File: src/rtl/spi_ram_arbiter_if.sv
// Signal bundle between spi_ram_arbiter, the spi_slave command side, the local
// requester and the single-port RAM. The arbiter connects through the slave modport.
interface spi_ram_arbiter_if #(
  parameter int ADDR_W = 8,
  parameter int DATA_W = 8
);
  logic [9:0]        rx_data;
  logic              rx_valid;
  logic [DATA_W-1:0] tx_data;
  logic              tx_valid;

  logic              loc_req;
  logic              loc_we;
  logic [ADDR_W-1:0] loc_addr;
  logic [DATA_W-1:0] loc_wdata;
  logic              loc_gnt;
  logic [DATA_W-1:0] loc_rdata;
  logic              loc_rvalid;

  logic              ram_en;
  logic              ram_we;
  logic [ADDR_W-1:0] ram_addr;
  logic [DATA_W-1:0] ram_wdata;
  logic [DATA_W-1:0] ram_rdata;

  logic              spi_ovf;

  modport slave (
    input  rx_data, rx_valid,
    input  loc_req, loc_we, loc_addr, loc_wdata,
    input  ram_rdata,
    output tx_data, tx_valid,
    output loc_gnt, loc_rdata, loc_rvalid,
    output ram_en, ram_we, ram_addr, ram_wdata,
    output spi_ovf
  );

  modport master (
    output rx_data, rx_valid,
    output loc_req, loc_we, loc_addr, loc_wdata,
    output ram_rdata,
    input  tx_data, tx_valid,
    input  loc_gnt, loc_rdata, loc_rvalid,
    input  ram_en, ram_we, ram_addr, ram_wdata,
    input  spi_ovf
  );
endinterface

File: src/rtl/spi_ram_arbiter.sv
// Decodes spi_slave command words into RAM accesses and shares the RAM with a
// local requester under round-robin arbitration; one access per issue cycle.
module spi_ram_arbiter #(
  parameter int ADDR_W = 8,
  parameter int DATA_W = 8
) (
  input  logic             clk,
  input  logic             rst_n,
  spi_ram_arbiter_if.slave bus
);

  typedef enum logic [1:0] {
    ST_IDLE    = 2'd0,
    ST_ISSUE   = 2'd1,
    ST_RD_WAIT = 2'd2
  } state_t;

  localparam logic [1:0] OP_WR_ADDR = 2'b00;
  localparam logic [1:0] OP_WR_REQ  = 2'b01;
  localparam logic [1:0] OP_RD_ADDR = 2'b10;
  localparam logic [1:0] OP_RD_REQ  = 2'b11;

  state_t            state_r;
  logic              rx_valid_q_r;
  logic [ADDR_W-1:0] wr_addr_r;
  logic [ADDR_W-1:0] rd_addr_r;

  logic              spi_pend_r;
  logic              spi_we_r;
  logic [ADDR_W-1:0] spi_addr_r;
  logic [DATA_W-1:0] spi_wdata_r;
  logic              spi_ovf_r;

  logic              last_spi_r;
  logic              cur_loc_r;

  logic              ram_en_r;
  logic              ram_we_r;
  logic [ADDR_W-1:0] ram_addr_r;
  logic [DATA_W-1:0] ram_wdata_r;
  logic              loc_gnt_r;
  logic [DATA_W-1:0] loc_rdata_r;
  logic              loc_rvalid_r;
  logic [DATA_W-1:0] tx_data_r;
  logic              tx_valid_r;

  logic              accept_s;
  logic [1:0]        opcode_s;
  logic [7:0]        payload_s;
  logic              spi_cmd_s;
  logic              pick_spi_s;
  logic              pick_loc_s;

  // Rising-edge command detect and round-robin winner selection while idle
  always_comb begin
    accept_s   = bus.rx_valid & ~rx_valid_q_r;
    opcode_s   = bus.rx_data[9:8];
    payload_s  = bus.rx_data[7:0];
    spi_cmd_s  = accept_s & opcode_s[0];
    pick_spi_s = 1'b0;
    pick_loc_s = 1'b0;
    if (state_r == ST_IDLE) begin
      if (spi_pend_r && bus.loc_req) begin
        // last_spi_r=0 means the local port won last (its reset value)
        if (last_spi_r) begin
          pick_loc_s = 1'b1;
        end else begin
          pick_spi_s = 1'b1;
        end
      end else if (spi_pend_r) begin
        pick_spi_s = 1'b1;
      end else if (bus.loc_req) begin
        pick_loc_s = 1'b1;
      end else begin
        pick_spi_s = 1'b0;
        pick_loc_s = 1'b0;
      end
    end else begin
      pick_spi_s = 1'b0;
      pick_loc_s = 1'b0;
    end
  end

  // Command decode: address registers, the single SPI pending slot and overflow
  always_ff @(posedge clk or negedge rst_n) begin
    if (!rst_n) begin
      rx_valid_q_r <= 1'b0;
      wr_addr_r    <= {ADDR_W{1'b0}};
      rd_addr_r    <= {ADDR_W{1'b0}};
      spi_pend_r   <= 1'b0;
      spi_we_r     <= 1'b0;
      spi_addr_r   <= {ADDR_W{1'b0}};
      spi_wdata_r  <= {DATA_W{1'b0}};
      spi_ovf_r    <= 1'b0;
    end else begin
      rx_valid_q_r <= bus.rx_valid;
      if (accept_s) begin
        case (opcode_s)
          OP_WR_ADDR: wr_addr_r <= payload_s;
          OP_RD_ADDR: rd_addr_r <= payload_s;
          default:    wr_addr_r <= wr_addr_r;
        endcase
      end
      // The pending slot is released in the decision cycle, so an accept in
      // that same cycle refills it without counting as an overflow.
      if (spi_cmd_s) begin
        spi_pend_r <= 1'b1;
        spi_we_r   <= (opcode_s == OP_WR_REQ);
        if (opcode_s == OP_RD_REQ) begin
          spi_addr_r <= rd_addr_r;
        end else begin
          spi_addr_r  <= wr_addr_r;
          spi_wdata_r <= payload_s;
        end
        if (spi_pend_r && !pick_spi_s) begin
          spi_ovf_r <= 1'b1;
        end
      end else if (pick_spi_s) begin
        spi_pend_r <= 1'b0;
      end
    end
  end

  // Arbitration FSM with registered RAM strobes, grant and read responses
  always_ff @(posedge clk or negedge rst_n) begin
    if (!rst_n) begin
      state_r      <= ST_IDLE;
      last_spi_r   <= 1'b0;
      cur_loc_r    <= 1'b0;
      ram_en_r     <= 1'b0;
      ram_we_r     <= 1'b0;
      ram_addr_r   <= {ADDR_W{1'b0}};
      ram_wdata_r  <= {DATA_W{1'b0}};
      loc_gnt_r    <= 1'b0;
      loc_rdata_r  <= {DATA_W{1'b0}};
      loc_rvalid_r <= 1'b0;
      tx_data_r    <= {DATA_W{1'b0}};
      tx_valid_r   <= 1'b0;
    end else begin
      ram_en_r     <= 1'b0;
      loc_gnt_r    <= 1'b0;
      loc_rvalid_r <= 1'b0;
      if (accept_s) begin
        tx_valid_r <= 1'b0;
      end
      case (state_r)
        ST_IDLE: begin
          if (pick_spi_s) begin
            ram_en_r    <= 1'b1;
            ram_we_r    <= spi_we_r;
            ram_addr_r  <= spi_addr_r;
            ram_wdata_r <= spi_wdata_r;
            last_spi_r  <= 1'b1;
            cur_loc_r   <= 1'b0;
            state_r     <= ST_ISSUE;
          end else if (pick_loc_s) begin
            ram_en_r    <= 1'b1;
            ram_we_r    <= bus.loc_we;
            ram_addr_r  <= bus.loc_addr;
            ram_wdata_r <= bus.loc_wdata;
            loc_gnt_r   <= 1'b1;
            last_spi_r  <= 1'b0;
            cur_loc_r   <= 1'b1;
            state_r     <= ST_ISSUE;
          end else begin
            state_r <= ST_IDLE;
          end
        end
        ST_ISSUE: begin
          state_r <= ram_we_r ? ST_IDLE : ST_RD_WAIT;
        end
        ST_RD_WAIT: begin
          if (cur_loc_r) begin
            loc_rdata_r  <= bus.ram_rdata;
            loc_rvalid_r <= 1'b1;
          end else begin
            tx_data_r  <= bus.ram_rdata;
            tx_valid_r <= 1'b1;
          end
          state_r <= ST_IDLE;
        end
        default: begin
          state_r <= ST_IDLE;
        end
      endcase
    end
  end

  assign bus.ram_en     = ram_en_r;
  assign bus.ram_we     = ram_we_r;
  assign bus.ram_addr   = ram_addr_r;
  assign bus.ram_wdata  = ram_wdata_r;
  assign bus.loc_gnt    = loc_gnt_r;
  assign bus.loc_rdata  = loc_rdata_r;
  assign bus.loc_rvalid = loc_rvalid_r;
  assign bus.tx_data    = tx_data_r;
  assign bus.tx_valid   = tx_valid_r;
  assign bus.spi_ovf    = spi_ovf_r;

endmodule
File: src/flat_wrapper.sv
// flat-port wrapper written by rule: the top's interface ports become plain ports
module spi_ram_arbiter_flat 
#(
  parameter int ADDR_W = 8,
  parameter int DATA_W = 8
)
  (clk, rst_n, bus_rx_data, bus_rx_valid, bus_loc_req, bus_loc_we, bus_loc_addr, bus_loc_wdata, bus_ram_rdata, bus_tx_data, bus_tx_valid, bus_loc_gnt, bus_loc_rdata, bus_loc_rvalid, bus_ram_en, bus_ram_we, bus_ram_addr, bus_ram_wdata, bus_spi_ovf);
  spi_ram_arbiter_if #(.ADDR_W(ADDR_W), .DATA_W(DATA_W)) bus_i ();
  input  logic clk;
  input  logic rst_n;
  input wire logic [$bits(bus_i.rx_data)-1:0] bus_rx_data;
  input wire logic [$bits(bus_i.rx_valid)-1:0] bus_rx_valid;
  input wire logic [$bits(bus_i.loc_req)-1:0] bus_loc_req;
  input wire logic [$bits(bus_i.loc_we)-1:0] bus_loc_we;
  input wire logic [$bits(bus_i.loc_addr)-1:0] bus_loc_addr;
  input wire logic [$bits(bus_i.loc_wdata)-1:0] bus_loc_wdata;
  input wire logic [$bits(bus_i.ram_rdata)-1:0] bus_ram_rdata;
  output wire logic [$bits(bus_i.tx_data)-1:0] bus_tx_data;
  output wire logic [$bits(bus_i.tx_valid)-1:0] bus_tx_valid;
  output wire logic [$bits(bus_i.loc_gnt)-1:0] bus_loc_gnt;
  output wire logic [$bits(bus_i.loc_rdata)-1:0] bus_loc_rdata;
  output wire logic [$bits(bus_i.loc_rvalid)-1:0] bus_loc_rvalid;
  output wire logic [$bits(bus_i.ram_en)-1:0] bus_ram_en;
  output wire logic [$bits(bus_i.ram_we)-1:0] bus_ram_we;
  output wire logic [$bits(bus_i.ram_addr)-1:0] bus_ram_addr;
  output wire logic [$bits(bus_i.ram_wdata)-1:0] bus_ram_wdata;
  output wire logic [$bits(bus_i.spi_ovf)-1:0] bus_spi_ovf;
  assign bus_i.rx_data = bus_rx_data;
  assign bus_i.rx_valid = bus_rx_valid;
  assign bus_i.loc_req = bus_loc_req;
  assign bus_i.loc_we = bus_loc_we;
  assign bus_i.loc_addr = bus_loc_addr;
  assign bus_i.loc_wdata = bus_loc_wdata;
  assign bus_i.ram_rdata = bus_ram_rdata;
  assign bus_tx_data = bus_i.tx_data;
  assign bus_tx_valid = bus_i.tx_valid;
  assign bus_loc_gnt = bus_i.loc_gnt;
  assign bus_loc_rdata = bus_i.loc_rdata;
  assign bus_loc_rvalid = bus_i.loc_rvalid;
  assign bus_ram_en = bus_i.ram_en;
  assign bus_ram_we = bus_i.ram_we;
  assign bus_ram_addr = bus_i.ram_addr;
  assign bus_ram_wdata = bus_i.ram_wdata;
  assign bus_spi_ovf = bus_i.spi_ovf;
  spi_ram_arbiter #(.ADDR_W(ADDR_W), .DATA_W(DATA_W)) u_core (.clk(clk), .rst_n(rst_n), .bus(bus_i));
endmodule
File: config.mk
export PLATFORM = sky130hd
export DESIGN_NAME = spi_ram_arbiter_flat
export DESIGN_NICKNAME = d
export VERILOG_FILES = /design/src/rtl/spi_ram_arbiter_if.sv /design/src/rtl/spi_ram_arbiter.sv /design/src/flat_wrapper.sv
export SDC_FILE = /design/constraint.sdc
export NUM_CORES = 1
export LEC_CHECK = 0
export ABC_CLOCK_PERIOD_IN_PS = 1500
export BUFFER_PORTS_ARGS = -buffer_cell sky130_fd_sc_hd__clkbuf_2
export CORE_ASPECT_RATIO = 0.7
export CORE_MARGIN = 2
export CORE_UTILIZATION = 47
export CTS_CLUSTER_DIAMETER = 150
export DETAILED_ROUTE_END_ITERATION = 10
export GPL_TIMING_DRIVEN = 0
export HOLD_SLACK_MARGIN = 0.03
export PLACE_DENSITY = 0.75
export SLEW_MARGIN = 40
export SYNTH_ARGS = -nofsm -noshare
export SYNTH_HDL_FRONTEND = slang
export SYNTH_SLANG_ARGS = --single-unit
File: constraint.sdc
create_clock -name clk -period 1.5 [get_ports clk]
set_input_delay 0.075 -clock clk [delete_from_list [all_inputs] [get_ports clk]]
set_output_delay 0.075 -clock clk [all_outputs]
set_load 0.01 [all_outputs]
After elaboration in Yosys (flattened, before gate mapping)
Index checks and enable logic that the tools add are counted.
{ "classes": {"add_sub_neg": 0, "n_mul": 0, "div": 0, "order_cmp": 0, "eq_ne": 5, "n_shift": 0, "muxes": 36, "n_bitwise": 5, "n_reduce_logical": 14} }
{ "ops": {"columns": ["op", "count"], "rows": [
  ["$mux 8", 5],
  ["$mux 1", 28],
  ["$reduce_and 2->1", 7],
  ["$eq 2x2->1 const B", 3],
  ["$eq 2x1->1 const B", 2],
  ["$logic_not 2->1", 2],
  ["$mux 2", 2],
  ["$pmux 2 s2", 1],
  ["$reduce_bool 2->1", 2],
  ["$not 1->1", 3],
  ["$and 1x1->1", 2],
  ["$logic_and 1x1->1", 2],
  ["$logic_not 1->1", 1]
]} }
{ "word_totals": {"register_bits": 77, "latch_bits": 0, "mem_bits_rw": 0, "romBits": 0, "elab_cells": 80, "memories": 0} }

Logic depth before layout (Yosys ltp)
Gate-level depths: netlist of the first run.
{ "logic_depth": {"ltp_word": 7, "ltp_mapped": 5, "ltp_nobuf": 3} }

Least setup slack after synthesis of the first run
No wires, ideal clock.
{ "synth_timing": {"path_kind": "flip-flop to flip-flop", "from": "reg u_core.state_r[0]", "to": "reg u_core.ram_wdata_r[2], in the netlist u_core.bus.ram_wdata[2]", "arrival_time_ps": 1482, "required_ps": 1377, "slack_ps": -105, "stages_incl_launch_ff": 6, "period_less_slack_ps": 1605, "path_cell_list": "dfrtp_1 or3b_4 buf_6 buf_6 or3_1 o221a_2"} }
{ "synth_between": {"elab_chain_len": 4, "elab_cells_between_ends": 6, "cone_classes": "mux (3); reduce/logical (3)"} }
{ "synth_rtl": {"columns": ["item", "line", "text"], "rows": [
  ["from (decl)", "spi_ram_arbiter.sv:23", "state_t state_r;"],
  ["from (signal assigned)", "spi_ram_arbiter.sv:170", "state_r <= ram_we_r ? ST_IDLE : ST_RD_WAIT;"],
  ["$logic_not 2->1 *", "spi_ram_arbiter.sv:62, spi_ram_arbiter.sv:146", null],
  ["$mux 1", "spi_ram_arbiter.sv:62", "if (state_r == ST_IDLE) begin"],
  ["$reduce_bool 2->1 (no line)", null, null],
  ["$reduce_and 2->1 (no line)", null, null],
  ["to (signal assigned)", "spi_ram_arbiter.sv:133", "ram_wdata_r <= {DATA_W{1'b0}};"],
  ["to (signal assigned)", "spi_ram_arbiter.sv:152", "ram_wdata_r <= spi_wdata_r;"],
  ["to (signal assigned)", "spi_ram_arbiter.sv:160", "ram_wdata_r <= bus.loc_wdata;"],
  ["to (decl)", "spi_ram_arbiter.sv:40", "logic [DATA_W-1:0] ram_wdata_r;"]
]} }
Mark *: on every way between the ends. The rest lies on a longest branch, timed or not.
A chain may end at the register's enable or synchronous reset.

Final worst setup path of the first run
Ends and elaborated chain as after synthesis.

==> results of run 1 <==
sequential cells by signal, summed over array words and instances (netlist names), 2 cells and up:
signal and count:
u_core.state_r 2, u_core.bus.loc_rdata 8, u_core.wr_addr_r 8, u_core.bus.ram_wdata 8, u_core.bus.ram_addr 8, u_core.rd_addr_r 8, u_core.spi_wdata_r 8, u_core.bus.tx_data 8
u_core.spi_addr_r 8
power by group through the flow:
stage / Clock [W] / Sequential, W / Combinational, W
floorplan: 0 / 0.00348 / 0.00131
global placement: 0 / 0.00329 / 0.00239
detailed placement: 0 / 0.00333 / 0.00245
CTS: 0.00141 / 0.00331 / 0.00274
global route: 0.00150 / 0.00343 / 0.00336
finish: 0.00139 / 0.00335 / 0.00313
cell usage in the layout, fill, tap and decap left out, types with 2 or more instances in the layout:
cell / netlist / routed
a21o_1: 3 / 3
a31oi_1: 3 / 3
buf_12: 0 / 2
buf_4: 0 / 21
buf_6: 2 / 5
clkbuf_2: 0 / 77
clkbuf_8: 0 / 11
clkinv_2: 0 / 3
clkinvlp_4: 0 / 2
dfrtp_1: 77 / 75
dfrtp_2: 0 / 2
dlygate4sd3_1: 0 / 21
inv_1: 3 / 3
mux2_2: 40 / 40
nand2_1: 9 / 8
nand3b_1: 2 / 2
nand4_1: 3 / 3
nor2_1: 3 / 3
nor3_1: 3 / 3
nor3_4: 0 / 2
nor3b_4: 0 / 2
o21ai_0: 12 / 10
o21ai_2: 0 / 2
o221a_2: 14 / 14
o22ai_1: 9 / 9
or3_1: 14 / 14
metal layers:
layer  vias up  GRT usage  share of wire
met5         -          0              0
met4         0    0.03196          0.024
met3        20    0.08683          0.076
met2       106     0.2983           0.46
met1      1178     0.3178           0.44
li1       1097          -              -
layout make-up:
class | count | area [um2]
buffer | 8 | 66.31
clock buffer | 10 | 137.6
clock inverter | 6 | 38.79
fill | 442 | 1966
inverter | 4 | 15.01
multi-input combinational | 130 | 1145
sequential | 77 | 1929
tap | 78 | 97.59
timing repair buffer | 125 | 880.8
cells by family (layout without fill, tap and decap cells):
kind of cell | count (synthesis) | in the layout | synth area share
AOI/OAI and AO/OA | 46 | 46 | 0.1163
buffers and inverters | 12 | 153 | 0.02000
DFF | 77 | 77 | 0.6286
muxes | 40 | 40 | 0.1469
and+or+nand+nor | 44 | 44 | 0.08816
timing repair:
item,in CTS,in global routing
hold endpoints to repair,121,0
setup endpoints to repair,52,53
pin swaps,6,5
gates resized for setup,19,14
hold buffers,21,0
buffers inserted,9,15
cloned,1,2
worst max-delay path, stage by stage (launching register included):
cell,delay (ns)
dfrtp_2,0.45
or3b_4,0.43
buf_6,0.15
buf_8,0.12
or3_1,0.31
o221a_2,0.13
through the flow:
stage	hold WS (ns)	std cells	worst slack, ns	utilization	area (um2)
global placement	0.2320	373	-0.3951	0.5656	3550
CTS	0.05663	421	-0.1807	0.6557	4115
detailed placement	-0.006140	374	-0.4061	0.5714	3586
global route	0.06228	438	-0.2260	0.6868	4310
finish	0.06506	438	-0.1979	0.6868	4310
floorplan	-0.2206	219	-0.09681	-	3072
worst paths after layout:
kind,from,endpoint,slack [ns],cells past startpoint
min reg2reg,u_core.bus.spi_ovf$_DFFE_PN0P_,u_core.bus.spi_ovf$_DFFE_PN0P_,0.48,2
max reg2reg,u_core.state_r[0]$_DFF_PN0_,u_core.bus.ram_wdata[2]$_DFFE_PN0P_,-0.20,5
max in group asynchronous,rst_n,u_core.rd_addr_r[6]$_DFFE_PN0P_,0.81,3
min,bus_loc_addr[1],u_core.bus.ram_addr[1]$_DFFE_PN0P_,0.07,3
min in group asynchronous,rst_n,u_core.bus.loc_rdata[7]$_DFFE_PN0P_,0.17,2
max,u_core.state_r[0]$_DFF_PN0_,u_core.bus.ram_wdata[2]$_DFFE_PN0P_,-0.20,5
==> reports/qor.txt, run 1 <==
Top post-synthesis cells by count - 77 x dfrtp_1, 40 x mux2_2, 14 x o221a_2, 14 x or3_1, 12 x o21ai_0
Status - finished with violations
Pre-antenna DRT Iters - 4
First-pass GRT wire length - 11470 um
Clk pwr share - 0.177
Hpwl dp - 4739 um
Die span in x - 100.5 um
Startpoint class of the critical path - flop
Share of the synthesized area in the top cell type - 0.6286
Num Clock Sinks - 77
Initial Utilization - 0.4884
Via/cell ratio - 5.482
Ratio of cells with drive above 1 in the final layout - 0.5389
Std cell rows - 24
Initial DRC count - 103
Die Ht - 71.57 um
Initial antenna violation count - 0
EDFF count, synth - 0
Synthesized instance count - 219
CP Data Arrival Time - 1.94 ns
CTS Buffer Depth - 2
Routed len/inst - 18.00 um
DR vias - 2401
Clk Latency, worst-skew pair - 0.35 ns
Internal Power - 0.005164 W
Total GRT Usage - 0.2121
Avg Inst Size Synth - 14.00 um2
Critical Path End Type - flop
RSZ-0062 raised after global routing - yes
Fin. Hold Viols - 0
Largest net degree at the start of global routing - 46
Setup slack after layout - -0.1979 ns
Fin nets - 394
Slew Limit Headroom - 0.7370
Post-route total power - 0.007868 W
Ys flop type - dfrtp_1
Synth warn - 0
Area Growth Syn to Fin - 40.61%
Part of the power in registers - 0.425
Failing checks - negative setup slack
Worst-path maximum fanout - 6
Count leader, synth - dfrtp_1
Routed WL - 7885 um
Maxcap violations - 0
Switching Share - 0.3436
Ranking of synthesized cells by area - dfrtp_1 63%, mux2_2 15%, o221a_2 5.1%
Post-synthesis sequential area ratio - 0.6286
Ys async rst share - 1.000
Worst-margin pin slew - 0.3946 ns
Grt ovf - 0
Fin crit share - 1.132
Hold Path Class - in -> reg
DRT antenna net count - 0
Final Max Slew Viols - 0
Max VDD drop - 0.0008791 V
Synthesized Nets - 258
Clock root buffer - clkbuf_8
DRC - 0
Skew final - 0.01195 ns
Count of cell types in the netlist - 30
Lkg Pwr - 2.019 nW
Port Buffer Count - 76
Pwr Density - 1825 nW/um2
H-Tree Depth - 3
Num CTS Buffers - 9
# diodes - 0
Routability cong. - 0.8028
Setup TNS - -2.694 ns
Max Clk Rate - 0.5890 GHz
Final min period - 1.698 ns
Vias in the first global route - 2158
CTS tree - done
Critical path class - reg -> reg
Worst-path clk slew - 0.08 ns
Yosys top cell by area - dfrtp_1
Combinational Power Share - 0.398
Core footprint - 6276 um2
IO Count - 77
Endpoints failing setup - 20
Critical Path RT - 1.74 ns
Cell Area, Synth - 3065 um2
Yosys reg bits - 77
Switching power - 0.002704 W
Die area - 7195 um2
No activity file was read; power rests on OpenSTA's default activity.
==> run 2, diff against run 1 <==
--- a/config.mk
+++ b/config.mk
@@ -7,7 +7,7 @@
 export LEC_CHECK = 0
 export ABC_CLOCK_PERIOD_IN_PS = 1500
 export BUFFER_PORTS_ARGS = -buffer_cell sky130_fd_sc_hd__clkbuf_2
-export CORE_ASPECT_RATIO = 0.7
+export CORE_ASPECT_RATIO = 0.6
 export CORE_MARGIN = 2
 export CORE_UTILIZATION = 47
 export CTS_CLUSTER_DIAMETER = 150
==> reports/qor.txt, run 2 (same netlist as run 1, synthesis figures left out) <==
Status - finished with violations
Failing checks - negative setup slack
Port Buffer Count - 76 (unchanged)
Initial antenna violation count - 0 (unchanged)
Setup slack after layout - -0.1860 ns (+0.01192 ns)
CP Data Arrival Time - 1.92 ns (-0.02 ns)
Clk pwr share - 0.198 (+0.021)
Hpwl dp - 4806 um (+1.4%)
Startpoint class of the critical path - flop
Worst Path Buf+Inv - 2 (unchanged)
Routed WL - 7208 um (-8.6%)
Slowest cell delay on critical path - 0.44 ns (about the same)
Num CTS Buffers - 9 (unchanged)
Worst-margin pin slew - 0.5073 ns (+0.1127 ns)
Initial Utilization - 0.4928 (+0.004322)
Total GRT Usage - 0.2117 (-0.0003494)
Std cell rows - 22 (-8.3%)
Clock root buffer - clkbuf_8
Num Clock Sinks - 77 (unchanged)
Die area - 7205 um2 (+0.15%)
Pwr Density - 1818 nW/um2 (-0.39%)
Grt ovf - 0 (unchanged)
CTS tree - done
Maxcap violations - 0 (unchanged)
IO Count - 77 (unchanged)
Core footprint - 6221 um2 (-0.88%)
Ratio of cells with drive above 1 in the final layout - 0.5257 (-0.01317)
Die Ht - 66.56 um (-7.0%)
Routed len/inst - 16.61 um (-7.7%)
Initial DRC count - 73 (-29%)
Slew Limit Headroom - 0.6618 (-0.07516)
Fin. Hold Viols - 0 (unchanged)
DRC - 0 (unchanged)
Routability cong. - 0.7553 (-5.9%)
Lkg Pwr - 1.957 nW (-3.0%)
# diodes - 0 (unchanged)
Max VDD drop - 0.0007859 V (-11%)
Cell mode on critical path - buf_6
H-Tree Depth - 3 (unchanged)
Area Growth Syn to Fin - 37.43%
Crit-path cells - or3b_4, buf_6, buf_6, or3_1, o221a_2
Vias in the first global route - 2198 (+1.9%)
Worst-path maximum fanout - 7 (+1)
Internal Power - 0.005121 W (-0.84%)
Switching Share - 0.3315 (-0.01216)
Critical path class - reg -> reg
Final Max Slew Viols - 0 (unchanged)
CP top delay family - simple AND/OR/NAND/NOR gates
DR vias - 2319 (-3.4%)
CP Launch Point - u_core.state_r[1]$_DFF_PN0_
Post-Layout Cell Count - 434 (-0.91%)
Endpoints failing setup - 19 (-5.0%)
Final min period - 1.686 ns (-0.01192 ns)
Max Clk Rate - 0.5931 GHz (+0.71%)
Worst-path clk slew - 0.08 ns (about the same)
DRT antenna net count - 0 (unchanged)
Critical-path cell with the highest stage delay - dfrtp_2
Post-Place Cells - 380 (+1.6%)
Fin nets - 384 (-2.5%)
Part of the power in registers - 0.432 (+0.007)
Pre-antenna DRT Iters - 4 (unchanged)
First-pass GRT wire length - 11190 um (-2.4%)
Min-delay src - bus_loc_addr[7]
Critical Path RT - 1.73 ns (about the same)
R2r startpoint - u_core.state_r[1]$_DFF_PN0_
Die span in x - 108.3 um (+7.7%)
Via/cell ratio - 5.343 (-2.5%)
Pre-CTS WS - -0.3493 ns (+0.05679 ns)
Skew final - 0.01226 ns (+0.0003128 ns)
Critical Path End Type - flop
Switching power - 0.002539 W (-6.1%)
Clk Latency, worst-skew pair - 0.35 ns (about the same)
Most common cell after layout, fill and taps aside - clkbuf_2
Most frequent cells in the layout - 76 x clkbuf_2, 75 x dfrtp_1, 40 x mux2_2
Largest net degree at the start of global routing - 70 (+52%)
CTS Buffer Depth - 2 (unchanged)
Fin crit share - 1.124 (-0.007949)
Util after Layout - 0.6772 (-0.009610)
RSZ-0062 raised after global routing - yes
Hold Path Class - in -> reg
Combinational Power Share - 0.371 (-0.027)
[run 2: stage by stage]
| stage | hold WS, ns | area [um2] | total power, W | setup TNS, ns |
|---|---|---|---|---|
| final | 0.05269 | 4213 | 0.007660 | -2.732 |
| after CTS | 0.03858 | 4110 | 0.007514 | -4.005 |
| after detailed placement | -0.08818 | 3593 | 0.005777 | -9.295 |
| after floorplan | -0.2206 | 3072 | 0.004788 | -0.5366 |
| after global routing | 0.06151 | 4213 | 0.008140 | -3.486 |
| after global placement | 0.2247 | 3557 | 0.005676 | -31.89 |
[run 2: timing repair]
action                                  4_1_cts  5_1_grt
endpoints found under the setup margin       52       46
pin swaps                                     5        5
hold endpoints to repair                    118        0
setup buffers                                10       10
gates resized for setup                      14        7
cloned                                        0        0
hold buffers                                 18        0
[run 2: layer usage]
| metal | up-vias | part of all wire | track usage | wire length (um) |
|---|---|---|---|---|
| met2 | 79 | 0.45 | 0.3184 | 3242 |
| li1 | 1087 | - | - | - |
| met1 | 1144 | 0.48 | 0.3027 | 3432 |
| met3 | 9 | 0.063 | 0.05382 | 454 |
| met5 | - | 0 | 0 | 0 |
| met4 | 0 | 0.011 | 0.06731 | 79 |
[run 2: path summary, 6_finish.rpt]
| path | endpoint | cells past startpoint | slack, ns |
|---|---|---|---|
| max | u_core.bus.ram_wdata[4]$_DFFE_PN0P_ | 5 | -0.19 |
| min | u_core.bus.ram_addr[7]$_DFFE_PN0P_ | 3 | 0.05 |
| max reg2reg | u_core.bus.ram_wdata[4]$_DFFE_PN0P_ | 5 | -0.19 |
| min reg2reg | u_core.state_r[1]$_DFF_PN0_ | 1 | 0.45 |
| max in group asynchronous | u_core.spi_wdata_r[2]$_DFFE_PN0P_ | 3 | 0.86 |
| min in group asynchronous | u_core.bus.ram_addr[5]$_DFFE_PN0P_ | 2 | 0.11 |
[run 2: area by class of cell]
cell class	instances	area [um2]
well taps	84	105.1
multi-input cells	130	1132
plain buffers	8	55.05
clock buffers	10	127.6
repair buffers	115	784.5
fillers	486	2008
inverters	4	15.01
clock inverters	6	63.81
flip-flops and latches	77	1929
[run 2: worst reg2reg max path, stage by stage, from the launching register on]
cell	delay [ns]
dfrtp_2	0.44
or3b_4	0.43
buf_6	0.14
buf_6	0.13
or3_1	0.30
o221a_2	0.13
[run 2: power groups by stage]
stage          Combinational, W  Sequential [W]  Clock [W]
2_1_floorplan           0.00131         0.00348          0
3_3_place_gp            0.00238         0.00330          0
3_5_place_dp            0.00245         0.00333          0
4_1_cts                 0.00267         0.00330    0.00154
5_1_grt                 0.00310         0.00339    0.00165
6_report                0.00284         0.00331    0.00152
==> run 3, diff against run 2 <==
--- a/config.mk
+++ b/config.mk
@@ -6,7 +6,7 @@
 export NUM_CORES = 1
 export LEC_CHECK = 0
 export ABC_CLOCK_PERIOD_IN_PS = 1500
-export BUFFER_PORTS_ARGS = -buffer_cell sky130_fd_sc_hd__clkbuf_2
+export BUFFER_PORTS_ARGS = -buffer_cell sky130_fd_sc_hd__buf_2
 export CORE_ASPECT_RATIO = 0.6
 export CORE_MARGIN = 2
 export CORE_UTILIZATION = 47
@@ -15,6 +15,7 @@
 export GPL_TIMING_DRIVEN = 0
 export HOLD_SLACK_MARGIN = 0.03
 export PLACE_DENSITY = 0.75
+export SKIP_LAST_GASP = 1
 export SLEW_MARGIN = 40
 export SYNTH_ARGS = -nofsm -noshare
 export SYNTH_HDL_FRONTEND = slang
==> reports/qor.txt, run 3 (same netlist as run 1, synthesis figures left out) <==
Std cell rows - 22 (unchanged)
IO Count - 77 (unchanged)
Post-DP Area - 3583 um2 (-0.28%)
Fin crit share - 1.107 (-0.01691)
Fin nets - 385 (+0.26%)
DRC - 0 (unchanged)
Status - finished with violations
RSZ-0062 raised after global routing - yes
Initial DRC count - 104 (+42%)
# diodes - 0 (unchanged)
Most common cell after layout, fill and taps aside - buf_2
Port Buffer Count - 76 (unchanged)
Endpoints failing setup - 19 (unchanged)
CTS tree - done
Ratio of cells with drive above 1 in the final layout - 0.5330 (+0.007237)
Setup slack after layout - -0.1606 ns (+0.02536 ns)
Routed WL - 7441 um (+3.2%)
Hold path depth - 3 (unchanged)
Hold_ws - 0.07337 ns (+0.02069 ns)
Skew final - 0.008492 ns (-0.003769 ns)
H-Tree Depth - 3 (unchanged)
Core footprint - 6221 um2 (unchanged)
Final Max Slew Viols - 0 (unchanged)
Die area - 7205 um2 (unchanged)
Slew Limit Headroom - 0.7151 (+0.05326)
Initial antenna violation count - 0 (unchanged)
Clock root buffer - clkbuf_8
CTS Buffer Depth - 2 (unchanged)
Via/cell ratio - 5.423 (+1.5%)
Post-route cell area - 4242 um2 (+0.68%)
Vias in the first global route - 2311 (+5.1%)
Util after Layout - 0.6818 (+0.004626)
Fin. Hold Viols - 0 (unchanged)
Worst-path maximum fanout - 7 (unchanged)
Lkg Pwr - 1.961 nW (+0.19%)
Startpoint class of the critical path - flop
Setup TNS - -2.266 ns (+0.4666 ns)
Num CTS Buffers - 9 (unchanged)
CP Data Arrival Time - 1.89 ns (-0.03 ns)
Critical Path RT - 1.73 ns (about the same)
Routed len/inst - 17.18 um (+3.5%)
Initial Utilization - 0.4928 (unchanged)
Grt ovf - 0 (unchanged)
DRT antenna net count - 0 (unchanged)
Max VDD drop - 0.0009049 V (+15%)
Num Clock Sinks - 77 (unchanged)
Total GRT Usage - 0.2195 (+0.007783)
DR vias - 2348 (+1.3%)
Hold Path Class - in -> reg
First-pass GRT wire length - 11670 um (+4.3%)
Worst-path clk slew - 0.07 ns (about the same)
Area Growth Syn to Fin - 38.37%
Critical Path End Type - flop
Pre-antenna DRT Iters - 4 (unchanged)
Largest net degree at the start of global routing - 44 (-37%)
Die span in x - 108.3 um (unchanged)
Worst-margin pin slew - 0.4274 ns (-0.07990 ns)
Clk Latency, worst-skew pair - 0.34 ns (about the same)
Critical path class - reg -> reg
Maxcap violations - 0 (unchanged)
Pwr Density - 1823 nW/um2 (+0.27%)
Routability cong. - 0.7369 (-2.4%)
Die Ht - 66.56 um (unchanged)
Max Clk Rate - 0.6022 GHz (+1.5%)
Hpwl dp - 4939 um (+2.8%)
Failing checks - negative setup slack
Most frequent cells in the layout - 76 x buf_2, 75 x dfrtp_1, 40 x mux2_2
Reg2reg path depth - 5 (unchanged)
Post-route total power - 0.007733 W (+0.96%)
Final min period - 1.661 ns (-0.02536 ns)
[run 3: metal layers]
layer / share of wire / track usage / vias up
met2: 0.44 / 0.3184 / 87
met1: 0.47 / 0.3233 / 1173
li1: - / - / 1083
met4: 0.0034 / 0.05288 / 0
met5: 0 / 0 / -
met3: 0.087 / 0.06654 / 5
[run 3: path summary, 6_finish.rpt]
kind / startpoint / endpoint / slack [ns]
max: u_core.state_r[0]$_DFF_PN0_ / u_core.bus.ram_wdata[4]$_DFFE_PN0P_ / -0.16
min: bus_loc_addr[3] / u_core.bus.ram_addr[3]$_DFFE_PN0P_ / 0.07
max reg2reg: u_core.state_r[0]$_DFF_PN0_ / u_core.bus.ram_wdata[4]$_DFFE_PN0P_ / -0.16
min reg2reg: u_core.bus.ram_we$_DFFE_PN0P_ / u_core.state_r[1]$_DFF_PN0_ / 0.48
max in group asynchronous: rst_n / u_core.spi_wdata_r[2]$_DFFE_PN0P_ / 0.78
min in group asynchronous: rst_n / u_core.bus.spi_ovf$_DFFE_PN0P_ / 0.18
[run 3: critical path: stages, from the launching register on]
cell     delay (ns)
dfrtp_2        0.44
or3b_4         0.41
buf_6          0.14
buf_6          0.12
or3_1          0.31
o221a_2        0.13
[run 3: report_power, final]
part	leakage, nW	internal [W]	switching, W	total [W]
registers	0.920	0.00284	0.000449	0.00329
clock network	0.0974	0.000761	0.000680	0.00144
logic	0.944	0.00160	0.00140	0.00300
[run 3: layout make-up]
class / count / area [um2]
flip-flops and latches: 77 / 1929
fillers: 484 / 1979
clock inverters: 1 / 5.005
repair buffers: 116 / 794.5
well taps: 84 / 105.1
clock buffers: 13 / 178.9
multi-input cells: 130 / 1155
inverters: 4 / 15.01
plain buffers: 8 / 58.81
[run 3: what timing repair did]
item,CTS,global route
hold buffers,18,0
setup endpoints to repair,52,64
endpoints found under the hold margin,118,0
setup buffers,13,7
gates resized for setup,14,12
pin swaps,5,3
gates cloned,1,0
[run 3: metrics by stage]
stage	setup slack (ns)	cells
2_1_floorplan	-0.09681	219
3_3_place_gp	-0.3362	379
6_report	-0.1606	433
5_1_grt	-0.1943	433
4_1_cts	-0.1530	426
3_5_place_dp	-0.3675	380
